--- config.mk ---
export PLATFORM = sky130hd
export DESIGN_NAME = control_unit
export DESIGN_NICKNAME = d
export VERILOG_FILES = /design/src/rtl/control_unit.sv
export SDC_FILE = /design/constraint.sdc
export NUM_CORES = 1
export LEC_CHECK = 0
export ABC_AREA = 1
export CELL_PAD_IN_SITES_DETAIL_PLACEMENT = 0
export CELL_PAD_IN_SITES_GLOBAL_PLACEMENT = 1
export CORE_AREA = 2 2 91 58
export DETAILED_ROUTE_END_ITERATION = 16
export DIE_AREA = 0 0 93 60
export PLACE_DENSITY_LB_ADDON = 0.1
export SETUP_SLACK_MARGIN = 0.5
export SYNTH_ARGS = -nofsm -noshare
export SYNTH_HDL_FRONTEND = slang
export SYNTH_SLANG_ARGS = --single-unit
--- constraint.sdc ---
create_clock -name Clock -period 1.1 [get_ports Clock]
set_input_delay 0.165 -clock Clock [delete_from_list [all_inputs] [get_ports Clock]]
set_output_delay 0.165 -clock Clock [all_outputs]
set_load 0.05 [all_outputs]
--- src/rtl/control_unit.sv ---
// control_unit: hardwired sequencer for ALU_System.
// Fetches a 16-bit instruction as two bytes (LSB first) into IR, decodes it,
// runs one or two execute cycles and returns to fetch. HALT is terminal.
module control_unit #(
   parameter bit AUTO_START    = 1'b0,
   parameter bit HALT_ON_UNDEF = 1'b0
) (
   input  logic        Clock,
   input  logic        Reset_n,
   input  logic        Start,
   input  logic [15:0] IROut,
   input  logic [3:0]  ALUOutFlag,
   output logic [2:0]  RF_O1Sel,
   output logic [2:0]  RF_O2Sel,
   output logic [1:0]  RF_FunSel,
   output logic [3:0]  RF_RegSel,
   output logic [3:0]  RF_TSel,
   output logic [3:0]  ALU_FunSel,
   output logic [1:0]  ARF_OutASel,
   output logic [1:0]  ARF_OutBSel,
   output logic [1:0]  ARF_FunSel,
   output logic [3:0]  ARF_RegSel,
   output logic        IR_LH,
   output logic        IR_Enable,
   output logic [1:0]  IR_Funsel,
   output logic        Mem_WR,
   output logic        Mem_CS,
   output logic [1:0]  MuxSelA,
   output logic [1:0]  MuxSelB,
   output logic        MuxCSel,
   output logic        Busy,
   output logic        Halted
);

   typedef enum logic [2:0] {
      StIdle, StInit, StFetchL, StFetchH, StDecode, StEx1, StEx2, StHalt
   } state_t;

   state_t     state_q;
   logic [3:0] opc;
   logic [1:0] rx;
   logic [1:0] ry;
   logic [3:0] rx_sel;
   logic       is_ld_imm, is_ld_dir, is_st, is_defined;
   logic       two_cycle, goes_halt;

   // The immediate reaches the datapath through IR directly; only Z is consulted.
   logic unused_inputs;
   assign unused_inputs = ^{ALUOutFlag[2:0], IROut[7:0]};

   // Instruction field decode
   always_comb begin
      opc        = IROut[15:12];
      rx         = IROut[11:10];
      ry         = IROut[9:8];
      rx_sel     = ~(4'b0001 << rx);
      is_ld_imm  = (opc == 4'h0) && (ry == 2'b00);
      is_ld_dir  = (opc == 4'h0) && (ry == 2'b01);
      is_st      = (opc == 4'h1);
      is_defined = is_ld_imm || is_ld_dir || ((opc >= 4'h1) && (opc <= 4'h9)) ||
                   (opc == 4'hF);
      two_cycle  = is_ld_dir || is_st;
      goes_halt  = (opc == 4'hF) || (!is_defined && HALT_ON_UNDEF);
   end

   // Sequencer state register; reset forces IDLE immediately
   always_ff @(posedge Clock or negedge Reset_n) begin
      if (!Reset_n) begin
         state_q <= StIdle;
      end else begin
         case (state_q)
            StIdle:   if (Start || AUTO_START) state_q <= StInit;
            StInit:   state_q <= StFetchL;
            StFetchL: state_q <= StFetchH;
            StFetchH: state_q <= StDecode;
            StDecode: state_q <= StEx1;
            StEx1: begin
               if (goes_halt)      state_q <= StHalt;
               else if (two_cycle) state_q <= StEx2;
               else                state_q <= StFetchL;
            end
            StEx2:    state_q <= StFetchL;
            StHalt:   state_q <= StHalt;
            default:  state_q <= StIdle;
         endcase
      end
   end

   // Control word, combinational from state and IR
   always_comb begin
      RF_O1Sel    = 3'b000;
      RF_O2Sel    = 3'b000;
      RF_FunSel   = 2'b00;
      RF_RegSel   = 4'b1111;
      RF_TSel     = 4'b1111;
      ALU_FunSel  = 4'b0000;
      ARF_OutASel = 2'b00;
      ARF_OutBSel = 2'b00;
      ARF_FunSel  = 2'b00;
      ARF_RegSel  = 4'b1111;
      IR_LH       = 1'b0;
      IR_Enable   = 1'b0;
      IR_Funsel   = 2'b00;
      Mem_WR      = 1'b0;
      Mem_CS      = 1'b1;
      MuxSelA     = 2'b00;
      MuxSelB     = 2'b00;
      MuxCSel     = 1'b0;
      Busy        = (state_q != StIdle) && (state_q != StHalt);
      Halted      = (state_q == StHalt);

      case (state_q)
         StInit: begin
            ARF_RegSel = 4'b1100;
            ARF_FunSel = 2'b00;
         end
         StFetchL, StFetchH: begin
            ARF_OutBSel = 2'b11;
            Mem_CS      = 1'b0;
            IR_Enable   = 1'b1;
            IR_Funsel   = 2'b01;
            IR_LH       = (state_q == StFetchH);
            ARF_RegSel  = 4'b1110;
            ARF_FunSel  = 2'b11;
         end
         StEx1: begin
            case (opc)
               4'h0, 4'h1: begin
                  if (is_ld_imm) begin
                     MuxSelA   = 2'b10;
                     RF_FunSel = 2'b01;
                     RF_RegSel = rx_sel;
                  end else if (is_ld_dir || is_st) begin
                     MuxSelB    = 2'b10;
                     ARF_RegSel = 4'b1101;
                     ARF_FunSel = 2'b01;
                  end
               end
               4'h2, 4'h3, 4'h4, 4'h5: begin
                  MuxCSel   = 1'b1;
                  MuxSelA   = 2'b00;
                  RF_FunSel = 2'b01;
                  RF_RegSel = rx_sel;
                  RF_O1Sel  = {1'b1, rx};
                  RF_O2Sel  = {1'b1, ry};
                  case (opc)
                     4'h2:    ALU_FunSel = 4'b0100;
                     4'h3:    ALU_FunSel = 4'b0101;
                     4'h4:    ALU_FunSel = 4'b0111;
                     default: ALU_FunSel = 4'b1000;
                  endcase
               end
               4'h6, 4'h7: begin
                  RF_FunSel = (opc == 4'h6) ? 2'b11 : 2'b10;
                  RF_RegSel = rx_sel;
               end
               4'h8, 4'h9: begin
                  // BNE takes the branch only while Z from the last ALU op is clear
                  if ((opc == 4'h8) || !ALUOutFlag[3]) begin
                     MuxSelB    = 2'b10;
                     ARF_RegSel = 4'b1110;
                     ARF_FunSel = 2'b01;
                  end
               end
               default: ;
            endcase
         end
         StEx2: begin
            ARF_OutBSel = 2'b00;
            Mem_CS      = 1'b0;
            if (is_ld_dir) begin
               MuxSelA   = 2'b01;
               RF_FunSel = 2'b01;
               RF_RegSel = rx_sel;
            end else if (is_st) begin
               MuxCSel    = 1'b1;
               ALU_FunSel = 4'b0000;
               RF_O1Sel   = {1'b1, rx};
               Mem_WR     = 1'b1;
            end
         end
         default: ;
      endcase
   end

endmodule

==> results of run 1 <==
cell type report:
type	count	area (sq um)
inverters	24	101
repair buffers	90	1160
multi-input cells	105	810
well taps	66	82.6
fillers	480	2530
clock buffers	4	45.0
flip-flops and latches	3	78.8
synthesized netlist by cell type:
master    count
a21oi_1       6
a31oi_1       1
buf_2         1
buf_4        15
conb_1        2
dfrtp_1       3
inv_1        21
inv_2         3
nand2_1      26
nand2_2       1
nand2_4       1
nand3_1       8
nand4_1       1
nor2_1       31
nor2_2        3
nor2_4        3
nor3_1        2
o21a_1        1
o21ai_0       6
o21bai_1      4
o22ai_1       1
critical path, cell delays in order (launching register included):
cell and delay, ns:
dfrtp_2 0.43, nor2_4 0.14, nand2_4 0.08, nor2_4 0.14, nor2_4 0.07, buf_12 0.13, nor2_4 0.10, buf_12 0.14
report_power, final:
group / switching (mW) / internal, mW
logic: 2.34 / 2.06
registers: 0.0957 / 0.183
clock network: 0.0690 / 0.247
final timing paths:
path                                        startpoint                     end  slack, ns  cells after the start
min in group Clock                           IROut[14]  state_q[2]$_DFFE_PN0P_       0.50                      6
worst max-delay path            state_q[1]$_DFFE_PN0P_             RF_O1Sel[0]      -0.52                      7
worst min register to register  state_q[0]$_DFFE_PN0P_  state_q[0]$_DFFE_PN0P_       0.77                      3
max in group asynchronous                      Reset_n  state_q[0]$_DFFE_PN0P_       0.79                      1
worst min-delay path                           Reset_n  state_q[2]$_DFFE_PN0P_       0.14                      1
worst max register to register  state_q[1]$_DFFE_PN0P_  state_q[0]$_DFFE_PN0P_      -0.15                      7
cells by family (layout without fill, tap and decap cells):
kind of cell | after synthesis | in the layout | share of synthesized area [%]
other cells | 2 | 10 | 1.01
buf+inv | 40 | 118 | 28.0
simple gates | 76 | 76 | 45.9
compound gates | 19 | 19 | 14.9
flops | 3 | 3 | 10.1
metal layers:
metal  wire [um]  vias up  global-route usage [%]
met5           0        -                       0
met4          25        0                    2.52
met3         169        2                    1.64
met2        1310       35                    15.5
met1        1490      494                    17.0
li1            -      581                       -
stage by stage:
stage,TNS (ns),instance area (sq um),power (mW),std cells
2_1_floorplan,-11.30,947,2.43,148
3_3_place_gp,-19.05,1930,4.13,278
3_5_place_dp,-19.17,1930,4.13,278
4_1_cts,-14.81,2210,4.93,288
5_1_grt,-16.41,2280,5.24,292
6_report,-14.33,2280,5.00,292
repair_timing:
action	in CTS	in global routing
pin swaps	12	13
setup endpoints to repair	36	36
buffers inserted	6	4
gates resized for setup	78	14
==> metrics.cfg, run 1 <==
[placement]
pre_cts_slack_ns = -0.830
portBuffers = 44
routabilityCongestion = 0.784
hpwl_mm = 2.48

[yosys]
synth_seq_area_share_pct = 10.1
syn_area_sq_um = 741
yosysTopAreaCell = nor2_1
synthCells = 140
synth.avg_cell_area_sq_um = 5.29
ys_ff_latch = 3
synth_top_area_share_pct = 15.7
synthTopCellsByArea = nor2_1, buf_4, nand2_1
yosysWarnings = 0
ys_types = 21

[cts]
clk_latency_ns = 0.21
clockBufferDepth = 2
cts_root_buf = clkbuf_8
cts_htree_levels = 1
hold_buffers = 0
numCtsBuffers = 3
cts_tree = yes
path_clk_slew_ns = 0.03
cts_sinks = 3

[floorplan]
core_area_sq_um = 4800
dieArea_sq_um = 5580
initial_core_util_pct = 15.4
fp.dieH_um = 60
pin_count = 66
die_width_um = 93
num_rows = 20

[final_layout]
antenna_cells = 0
top_register = state_q
fin_util_pct = 47.4
layout_common_cells = buf_4, buf_12, nor2_4, nand2_1, nor2_2
area_growth_pct = 207
reg_top3 = state_q (3)
drive_above_1_share_pct = 71.7
largest_reg_flops = 3
finalNetCount = 250

[outcome]
status = finished, violations left
violations = setup timing

[timing]
min_period_over_period_pct = 147
fin_skew_ns = 0.00195
layout_min_cycle_time_ns = 1.62
slew_violations = 0
rsz0062_at_grt = true
max_freq_mhz = 617
finalSetupViolCount = 36
fin_ws_ns = -0.519
timing.hold.ws_ns = 0.143
hold_viol = 0

[grt]
grt_remaining_overflow = 0
grt_max_degree = 9
grt_antenna_before_repair = 0
grt_pass1_vias = 1042
grt_pass1_wl_mm = 4.84
track_usage_pct = 10.9

[setup_path]
critPathLaunchType = flip-flop
cp-end-kind = primary output
crit_type = flip-flop to primary output
crit_fanout = 3
worstPathArrival_ns = 1.45
crit_required_ns = 0.94

[routing]
wl_per_cell_um = 10.3
ant_nets = 0
num_vias = 1112
vias_per_cell = 3.81
drc = 0
routed_wl_mm = 3.00
dr.pass1.iters = 4
drt-initial-drc-count = 39

[min_path]
worstHoldPathType = primary input to asynchronous set/reset pin

[power]
peakVddDrop_mv = 0.817
cellLeakagePower_nw = 1.04
p_per_area_nw_per_um2 = 2190

[flow_run]
maxCapViolations = 0

(Power assumes the default switching activity.)
==> inputs of run 2 (changes only) <==
PLACE_DENSITY = 0.72   (was unset)
PLACE_DENSITY_LB_ADDON = unset   (was 0.1)
==> metrics.cfg, run 2 (synthesized netlist as in run 1, its figures left out) <==
[setup_path]
worstPathArrival_ns = 1.51  ; +0.06 ns
slowest_delay_ns = 0.50  ; +0.07 ns
critical-path-slowest-cell = clkdlybuf4s50_1
crit_required_ns = 0.94  ; about the same
crit_fanout = 4  ; +1
cp-end-kind = primary output
crit_type = primary input to primary output
cp_num_buf_inv = 2  ; unchanged
critPathLaunchType = primary input
critical-path-top-delay-family = buffers and inverters
crit_chain = clkdlybuf4s50_1, nor2_1, o21ai_2, nor2_2, a21oi_4, buf_12

[floorplan]
initial_core_util_pct = 15.4  ; unchanged
num_rows = 20  ; unchanged
pin_count = 66  ; unchanged
fp.dieH_um = 60  ; unchanged
dieArea_sq_um = 5580  ; unchanged
core_area_sq_um = 4800  ; unchanged
die_width_um = 93  ; unchanged

[routing]
dr.pass1.iters = 4  ; unchanged
drt-initial-drc-count = 36  ; -7.7%
num_vias = 1142  ; +2.7%
vias_per_cell = 3.88  ; +2.0%
routed_wl_mm = 3.31  ; +10%
ant_nets = 0  ; unchanged
drc = 0  ; unchanged
wl_per_cell_um = 11.3  ; +9.5%

[final_layout]
fin_util_pct = 48.6  ; +1.2 points
drive_above_1_share_pct = 72.8  ; +1.1 points
area_growth_pct = 215
largest_reg_flops = 3  ; unchanged
antenna_cells = 0  ; unchanged
top_register = state_q
design_area_sq_um = 2340  ; +2.6%
layout_common_cells = buf_12, buf_4, nor2_4, buf_6, inv_1
reg_top3 = state_q (3)
final_common_cell = buf_12
stdcell_count = 294  ; +0.68%
finalNetCount = 252  ; +0.80%

[grt]
grt_antenna_before_repair = 0  ; unchanged
grt_pass1_wl_mm = 4.81  ; -0.56%
track_usage_pct = 10.9  ; +0.030 points
grt_pass1_vias = 1040  ; -0.19%
grt_max_degree = 8  ; -1
grt_remaining_overflow = 0  ; unchanged

[timing]
hold_viol = 0  ; unchanged
layout_min_cycle_time_ns = 1.67  ; +0.0508 ns
finalSetupViolCount = 36  ; unchanged
rsz0062_at_grt = true
timing.hold.ws_ns = 0.127  ; -0.0165 ns
fin_ws_ns = -0.570  ; -0.0508 ns
slew_violations = 0  ; unchanged
finalSetupTns_ns = -16.27  ; -1.94 ns
max_freq_mhz = 599  ; -3.0%
min_period_over_period_pct = 152  ; +4.6 points
fin_skew_ns = 0.00286  ; +0.000911 ns

[cts]
cts_htree_levels = 1  ; unchanged
path_clk_slew_ns = 0.03  ; about the same
numCtsBuffers = 3  ; unchanged
cts_sinks = 3  ; unchanged
clockBufferDepth = 2  ; unchanged
cts_root_buf = clkbuf_8
clk_latency_ns = 0.22  ; about the same
cts_tree = yes

[power]
cellLeakagePower_nw = 1.07  ; +2.7%
p_total_mw = 5.38  ; +7.7%
p_per_area_nw_per_um2 = 2300  ; +5.0%
peakVddDrop_mv = 0.983  ; +20%

[placement]
hpwl_mm = 2.54  ; +2.7%
routabilityCongestion = 0.781  ; -0.43%
portBuffers = 44  ; unchanged
post_dp_cell_area_sq_um = 1900  ; -1.7%
dp_cells = 277  ; -0.36%
pre_cts_slack_ns = -0.881  ; -0.0508 ns

[outcome]
status = finished, violations left
violations = setup timing

[min_path]
worstHoldPathType = primary input to asynchronous set/reset pin

[flow_run]
maxCapViolations = 0  ; unchanged

[run 2: changes by cell type in the layout (fill, tap and decap cells not counted), sizes merged]
cell	before	now
clkdlybuf4s50	4	5
dlymetal6s2s	1	0
buf	83	85
[run 2: routing by layer]
layer	wire, um	global-route usage (%)
met5	0	0
met4	28	2.52
met3	247	2.27
met2	1480	16.6
met1	1550	15.9
[run 2: power by group]
part | internal (mW) | total [mW] | switching, mW
combinational | 2.28 | 4.77 | 2.49
clock | 0.248 | 0.329 | 0.0812
sequential | 0.183 | 0.283 | 0.100
[run 2: worst register-to-register path: stages, from the launching register on]
cell	delay, ns
dfrtp_2	0.42
inv_4	0.05
nor2_4	0.14
nand2_4	0.10
inv_4	0.09
buf_6	0.12
buf_6	0.09
buf_6	0.09
buf_6	0.09
nand2_4	0.05
a31oi_1	0.14
[run 2: worst paths after layout]
path / from / end / slack (ns) / cells past startpoint
worst min register to register: state_q[1]$_DFFE_PN0P_ / state_q[1]$_DFFE_PN0P_ / 0.72 / 3
worst max register to register: state_q[0]$_DFFE_PN0P_ / state_q[0]$_DFFE_PN0P_ / -0.36 / 10
worst min-delay path: Reset_n / state_q[2]$_DFFE_PN0P_ / 0.13 / 1
max in group asynchronous: Reset_n / state_q[0]$_DFFE_PN0P_ / 0.81 / 1
worst max-delay path: IROut[11] / RF_RegSel[0] / -0.57 / 6
min in group Clock: IROut[12] / state_q[2]$_DFFE_PN0P_ / 0.41 / 5
[run 2: area by class of cell]
cell class	instances	area [sq um]
clock buffer	4	45.0
inverter	24	106
timing repair buffer	92	1170
fill	451	2470
sequential	3	78.8
multi-input combinational	105	856
tap	66	82.6
[run 2: repair_timing]
action | in CTS | in global routing
resized for setup | 75 | 33
hold buffers | 0 | 0
buffers inserted | 4 | 9
endpoints found under the setup margin | 36 | 36
pin swaps | 14 | 15
